## src/rtl/debug_monitor.sv

```systemverilog
// Clocked debug display front end: picks a CPU register or the PC, captures it and
// presents one page of hex digits. Optional zero-register skipping in auto-scan: DBG_SKIP_ZERO_EN.
module debug_monitor #(
  parameter int WORD_W = 32,
  parameter int DIGITS = 4,
  parameter int ADRS_W = 5,
  parameter int DWELL  = 50_000_000
) (
  input  logic                  clk,
  input  logic                  reset,
  input  logic [1:0]            mode,
  input  logic [ADRS_W-1:0]     sw_adrs,
  input  logic [1:0]            page_sel,
  input  logic [WORD_W-1:0]     pc,
  input  logic [WORD_W-1:0]     reg_dbg_q,
  output logic [ADRS_W-1:0]     reg_dbg_adrs,
  output logic [4*DIGITS-1:0]   digits,
  output logic                  digit_valid,
  output logic [ADRS_W-1:0]     cur_adrs
);

  localparam int PW      = 4 * DIGITS;
  localparam int NPAGES  = WORD_W / PW;
  localparam int NSEL    = (NPAGES < 4) ? NPAGES : 4;
  localparam int DWELL_W = $clog2(DWELL);
  localparam logic [DWELL_W-1:0] DWELL_LAST = DWELL_W'(DWELL - 1);

  localparam logic [1:0] MODE_REG    = 2'b00;
  localparam logic [1:0] MODE_PC     = 2'b01;
  localparam logic [1:0] MODE_SCAN   = 2'b10;
  localparam logic [1:0] MODE_FREEZE = 2'b11;

  typedef enum logic {SHOW, FETCH} state_t;

  state_t              state_q, state_d;
  logic [WORD_W-1:0]   shown_q, shown_d;
  logic [ADRS_W-1:0]   reg_dbg_adrs_q, reg_dbg_adrs_d;
  logic [ADRS_W-1:0]   cur_adrs_q, cur_adrs_d;
  logic                digit_valid_q, digit_valid_d;
  logic [DWELL_W-1:0]  dwell_cnt_q, dwell_cnt_d;
  logic [1:0]          mode_prev_q;

  logic [DWELL_W-1:0]  dwell_eff;
  logic                sw_change;
  logic                dwell_expire;
  logic                skip_zero;

`ifdef DBG_SKIP_ZERO_EN
  localparam logic [ADRS_W-1:0] SKIP_MAX = {ADRS_W{1'b1}};
  logic [ADRS_W-1:0]   skip_cnt_q, skip_cnt_d;
`endif

  // A mode change seen this cycle restarts the dwell count from zero.
  always_comb begin
    dwell_eff    = (mode != mode_prev_q) ? '0 : dwell_cnt_q;
    sw_change    = (sw_adrs != reg_dbg_adrs_q);
    dwell_expire = (dwell_eff == DWELL_LAST);
`ifdef DBG_SKIP_ZERO_EN
    skip_zero    = (mode == MODE_SCAN) && (reg_dbg_q == '0) && (skip_cnt_q != SKIP_MAX);
`else
    skip_zero    = 1'b0;
`endif
  end

  always_ff @(posedge clk) begin
    if (reset) begin
      state_q        <= SHOW;
      shown_q        <= '0;
      reg_dbg_adrs_q <= '0;
      cur_adrs_q     <= '0;
      digit_valid_q  <= 1'b0;
      dwell_cnt_q    <= '0;
      mode_prev_q    <= MODE_REG;
`ifdef DBG_SKIP_ZERO_EN
      skip_cnt_q     <= '0;
`endif
    end else begin
      state_q        <= state_d;
      shown_q        <= shown_d;
      reg_dbg_adrs_q <= reg_dbg_adrs_d;
      cur_adrs_q     <= cur_adrs_d;
      digit_valid_q  <= digit_valid_d;
      dwell_cnt_q    <= dwell_cnt_d;
      mode_prev_q    <= mode;
`ifdef DBG_SKIP_ZERO_EN
      skip_cnt_q     <= skip_cnt_d;
`endif
    end
  end

  always_comb begin
    state_d = state_q;
    case (state_q)
      SHOW: begin
        if (mode == MODE_REG && sw_change)
          state_d = FETCH;
        else if (mode == MODE_SCAN && dwell_expire)
          state_d = FETCH;
      end
      FETCH: begin
        if (!skip_zero)
          state_d = SHOW;
      end
      default: state_d = SHOW;
    endcase
  end

  always_comb begin
    shown_d        = shown_q;
    reg_dbg_adrs_d = reg_dbg_adrs_q;
    cur_adrs_d     = cur_adrs_q;
    digit_valid_d  = digit_valid_q;
    dwell_cnt_d    = dwell_eff;
`ifdef DBG_SKIP_ZERO_EN
    skip_cnt_d     = skip_cnt_q;
`endif
    case (state_q)
      SHOW: begin
        case (mode)
          MODE_REG: begin
            dwell_cnt_d = '0;
            if (sw_change) begin
              reg_dbg_adrs_d = sw_adrs;
              digit_valid_d  = 1'b0;
            end else begin
              shown_d       = reg_dbg_q;
              cur_adrs_d    = reg_dbg_adrs_q;
              digit_valid_d = 1'b1;
            end
          end
          MODE_PC: begin
            dwell_cnt_d   = '0;
            shown_d       = pc;
            digit_valid_d = 1'b1;
          end
          MODE_SCAN: begin
            if (dwell_expire) begin
              dwell_cnt_d    = '0;
              reg_dbg_adrs_d = reg_dbg_adrs_q + ADRS_W'(1);
              digit_valid_d  = 1'b0;
            end else begin
              dwell_cnt_d   = dwell_eff + DWELL_W'(1);
              shown_d       = reg_dbg_q;
              cur_adrs_d    = reg_dbg_adrs_q;
              digit_valid_d = 1'b1;
            end
          end
          MODE_FREEZE: ;
          default: ;
        endcase
      end
      FETCH: begin
        if (skip_zero) begin
          reg_dbg_adrs_d = reg_dbg_adrs_q + ADRS_W'(1);
`ifdef DBG_SKIP_ZERO_EN
          skip_cnt_d     = skip_cnt_q + ADRS_W'(1);
`endif
        end else begin
          shown_d       = reg_dbg_q;
          cur_adrs_d    = reg_dbg_adrs_q;
          digit_valid_d = 1'b1;
`ifdef DBG_SKIP_ZERO_EN
          skip_cnt_d    = '0;
`endif
        end
      end
      default: ;
    endcase
  end

  // Out-of-range pages fall back to page 0.
  always_comb begin
    digits = shown_q[PW-1:0];
    for (int p = 1; p < NSEL; p++)
      if (page_sel == 2'(p))
        digits = shown_q[p*PW +: PW];
  end

  assign reg_dbg_adrs = reg_dbg_adrs_q;
  assign cur_adrs     = cur_adrs_q;
  assign digit_valid  = digit_valid_q;

endmodule

```

## config.mk

```make
export PLATFORM = sky130hd
export DESIGN_NAME = debug_monitor
export DESIGN_NICKNAME = d
export VERILOG_FILES = /design/src/rtl/debug_monitor.sv
export SDC_FILE = /design/constraint.sdc
export NUM_CORES = 1
export LEC_CHECK = 0
export CORE_MARGIN = 2
export CORE_UTILIZATION = 40
export DETAILED_ROUTE_END_ITERATION = 8
export PLACE_DENSITY_LB_ADDON = 0.3
export SYNTH_ARGS = -nofsm -noshare
export SYNTH_HDL_FRONTEND = slang
export SYNTH_SLANG_ARGS = --single-unit
```

## constraint.sdc

```tcl
create_clock -name clk -period 2.5 [get_ports clk]
set_input_delay 0.25 -clock clk [delete_from_list [all_inputs] [get_ports clk]]
set_output_delay 0.25 -clock clk [all_outputs]
set_load 0.01 [all_outputs]
```

==> impl_metrics.json <==
{
  "status": "finished, final reports clean",
  "die_w_um": 103,
  "dieHeight_um": 103,
  "fin_util_pct": 58.4,
  "port_buffers": 101,
  "dp_hpwl_um": 7820,
  "insertion_delay_ps": 350,
  "finalMaxSlewViolations": 0,
  "critical_path_required_ps": 2790,
  "syn_nets": 516,
  "ys_seq_elements": 72,
  "cts.sinks": 72,
  "synth_edf_count": 0,
  "synthTopCellsByArea": "dfxtp_1 36%, mux2i_1 9.6%, o311a_1 8.1%",
  "hold_viol_final": 0,
  "antenna_found_initial": 0,
  "r2r_setup_slack_ps": 140,
  "cts.htree.levels": 3,
  "syn_area_um2": 3950,
  "worstPathArrival_ps": 2650,
  "n_antenna_cell": 0,
  "end_kind": "flop",
  "slew-limit-headroom_pct": 66.2,
  "io_pins": 102,
  "grt_max_degree": 41,
  "rsz0062_at_grt": "false",
  "r2r-start": "dwell_cnt_q[24]$_SDFF_PP0_",
  "reg2regPathDepth": 6,
  "fp.coreArea_um2": 9680,
  "routedWlPerCell_um": 15.8,
  "tightest_slew_ps": 502,
  "ys_seq_area_share_pct": 36.5,
  "synth_cell_type_count": 51,
  "fin_crit_sh_pct": 94.3,
  "vdd_drop_max_mv": 0.250,
  "rr_endpoint": "reg_dbg_adrs[2]$_SDFFE_PP0P_",
  "cts_buffers": 9,
  "grt_pass1_vias": 3816,
  "synth.largest_area_cell": "dfxtp_1",
  "clk_path_buf_depth": 2,
  "worstSetupStartpointType": "flop",
  "cp_max_fo": 4,
  "cts_setup_buffers": 0,
  "route.vias.total": 3854,
  "synth_top_area_share_pct": 36.5,
  "cts_hold_buf": 0,
  "routabilityCongestion": 0.825,
  "finalSetupViolCount": 0,
  "skew_ps": 5.57,
  "grt-ovfl-total": 0,
  "cts_root_buffer": "clkbuf_8",
  "detail-route-antenna-nets": 0,
  "hp-start": "mode[1]",
  "vias_per_cell": 5.59,
  "post-place-ws_ps": -399,
  "drtPass1Iterations": 5,
  "maxCapViolations": 0,
  "drc_errors": 0,
  "leakagePower_uw": 0.00219,
  "syn2layout_area_growth_pct": 43.1,
  "grt_pass1_wl_um": 17600,
  "row_count": 36,
  "final_cell_mix": "99 x clkdlybuf4s50_1, 72 x dfxtp_1, 42 x nand4_1",
  "cts_tree": "yes",
  "async_reset_ff_share_pct": 0,
  "power_density_nw_per_um2": 476,
  "hold_class": "input port to flop",
  "path_class": "flop to flop",
  "whs_path_depth": 3,
  "start_util_pct": 40.8,
  "syn_area_per_cell_um2": 9.08,
  "die_area_um2": 10700,
  "grtUsageTotal_pct": 20.6,
  "hold-path-endpoint": "mode_prev_q[1]$_SDFF_PP0_",
  "stdcell_count": 690,
  "max_freq_mhz": 424,
  "wirelength_um": 10900,
  "period_minus_slack_ps": 2360,
  "finalPower_uw": 2690,
  "layout-drive-gt1-share_pct": 16.7,
  "fin_nets": 636,
  "synthCells": 435,
  "ys.flop_type": "dfxtp_1",
  "fin_ws_ps": 142,
  "layout_commonest_cell": "clkdlybuf4s50_1",
  "cts.reportedPaths.clkPinSlew_ps": 70,
  "dp_cells": 677,
  "synth_warnings": 0,
  "drt_first_iter_violations": 126
}
[final cells by class]
| class | instances | area (um^2) |
|---|---|---|
| multi-input combinational | 316 | 2390 |
| clock inverter | 1 | 5.00 |
| inverter | 10 | 37.5 |
| clock buffer | 12 | 155 |
| timing repair buffer | 146 | 1450 |
| fill | 853 | 4030 |
| sequential | 72 | 1440 |
| tap | 133 | 166 |
[synth_stat cells, drive strengths merged (2+ instances only)]
cell type,count
dfxtp,72
nand4,42
mux2i,38
o311a,32
nor2,31
nand2,29
clkbuf,28
mux2,17
a21oi,13
xor2,13
nand3,12
inv,10
xnor2,10
buf,9
nor3,9
nor4,9
o21ai,7
ha,6
o211a,4
o31ai,4
or3,4
or4,4
and3,3
or4b,3
a211o,2
and2,2
nor2b,2
nor4b,2
o211ai,2
o21a,2
o32ai,2
or3b,2
[kinds of logic after synthesis]
logic type	after synthesis	share of synthesized area [%]
AO/OA/AOI/OAI	75	15.6
AND/OR/NAND/NOR	157	21.4
XOR/XNOR	23	5.10
multiplexers	55	14.5
adder cells (fa/ha/maj)	6	1.90
buffers and inverters	47	4.94
flip-flops	72	36.5
[worst max-delay path, cell delays in order (launching register included)]
cell	delay (ps)
dfxtp_1	330
or4b_2	730
nor4_4	340
buf_4	160
nand4_1	120
or4b_1	520
nand3_1	90
[routing by layer]
metal	share of wire [%]	GRT usage, %	up-vias	wire length (um)
met5	0	0	-	0
met3	5.2	5.04	7	562
met2	49	35.2	115	5320
met4	0.98	6.28	0	106
li1	-	-	1896	-
met1	45	25.7	1836	4890
[per-stage QoR]
stage,hold WS [ps],TNS [ps],area (um^2)
after floorplan,397,0,3970
after global placement,448,-13930,5440
after detailed placement,457,-18380,5440
after CTS,469,0,5620
after global routing,317,0,5650
final,316,0,5650
[worst max path at each step]
stage | start | endpoint | slack (ps) | cells past startpoint
after floorplan | mode_prev_q[1]$_SDFF_PP0_ | shown_q[3]$_SDFFE_PP0P_ | 20 | 12
after global placement | mode[0] | dwell_cnt_q[25]$_SDFF_PP0_ | -340 | 7
after detailed placement | mode[0] | shown_q[31]$_SDFFE_PP0P_ | -400 | 11
after CTS | mode[1] | dwell_cnt_q[21]$_SDFF_PP0_ | 40 | 8
after global routing | mode_prev_q[1]$_SDFF_PP0_ | reg_dbg_adrs[2]$_SDFFE_PP0P_ | 10 | 10
final | dwell_cnt_q[24]$_SDFF_PP0_ | reg_dbg_adrs[2]$_SDFFE_PP0P_ | 140 | 6
[where the power goes]
part	total (uW)	internal, uW	switching [uW]
clock network	805	397	408
registers	1260	1210	41.5
logic	632	363	269
total	2690	1970	718
[flip-flops by register name (all words and copies together), names as in the netlist]
register / cells
state_q: 1
dwell_cnt_q: 26
mode_prev_q: 2
cur_adrs: 5
reg_dbg_adrs: 5
digit_valid: 1
shown_q: 32
[timing repair]
item,4_1_cts,5_1_grt
endpoints found under the setup margin,41,42
hold endpoints to repair,0,0
gates resized for setup,5,7
gates cloned,0,0
pin swaps,0,2
No activity file was read; power rests on OpenSTA's default activity.
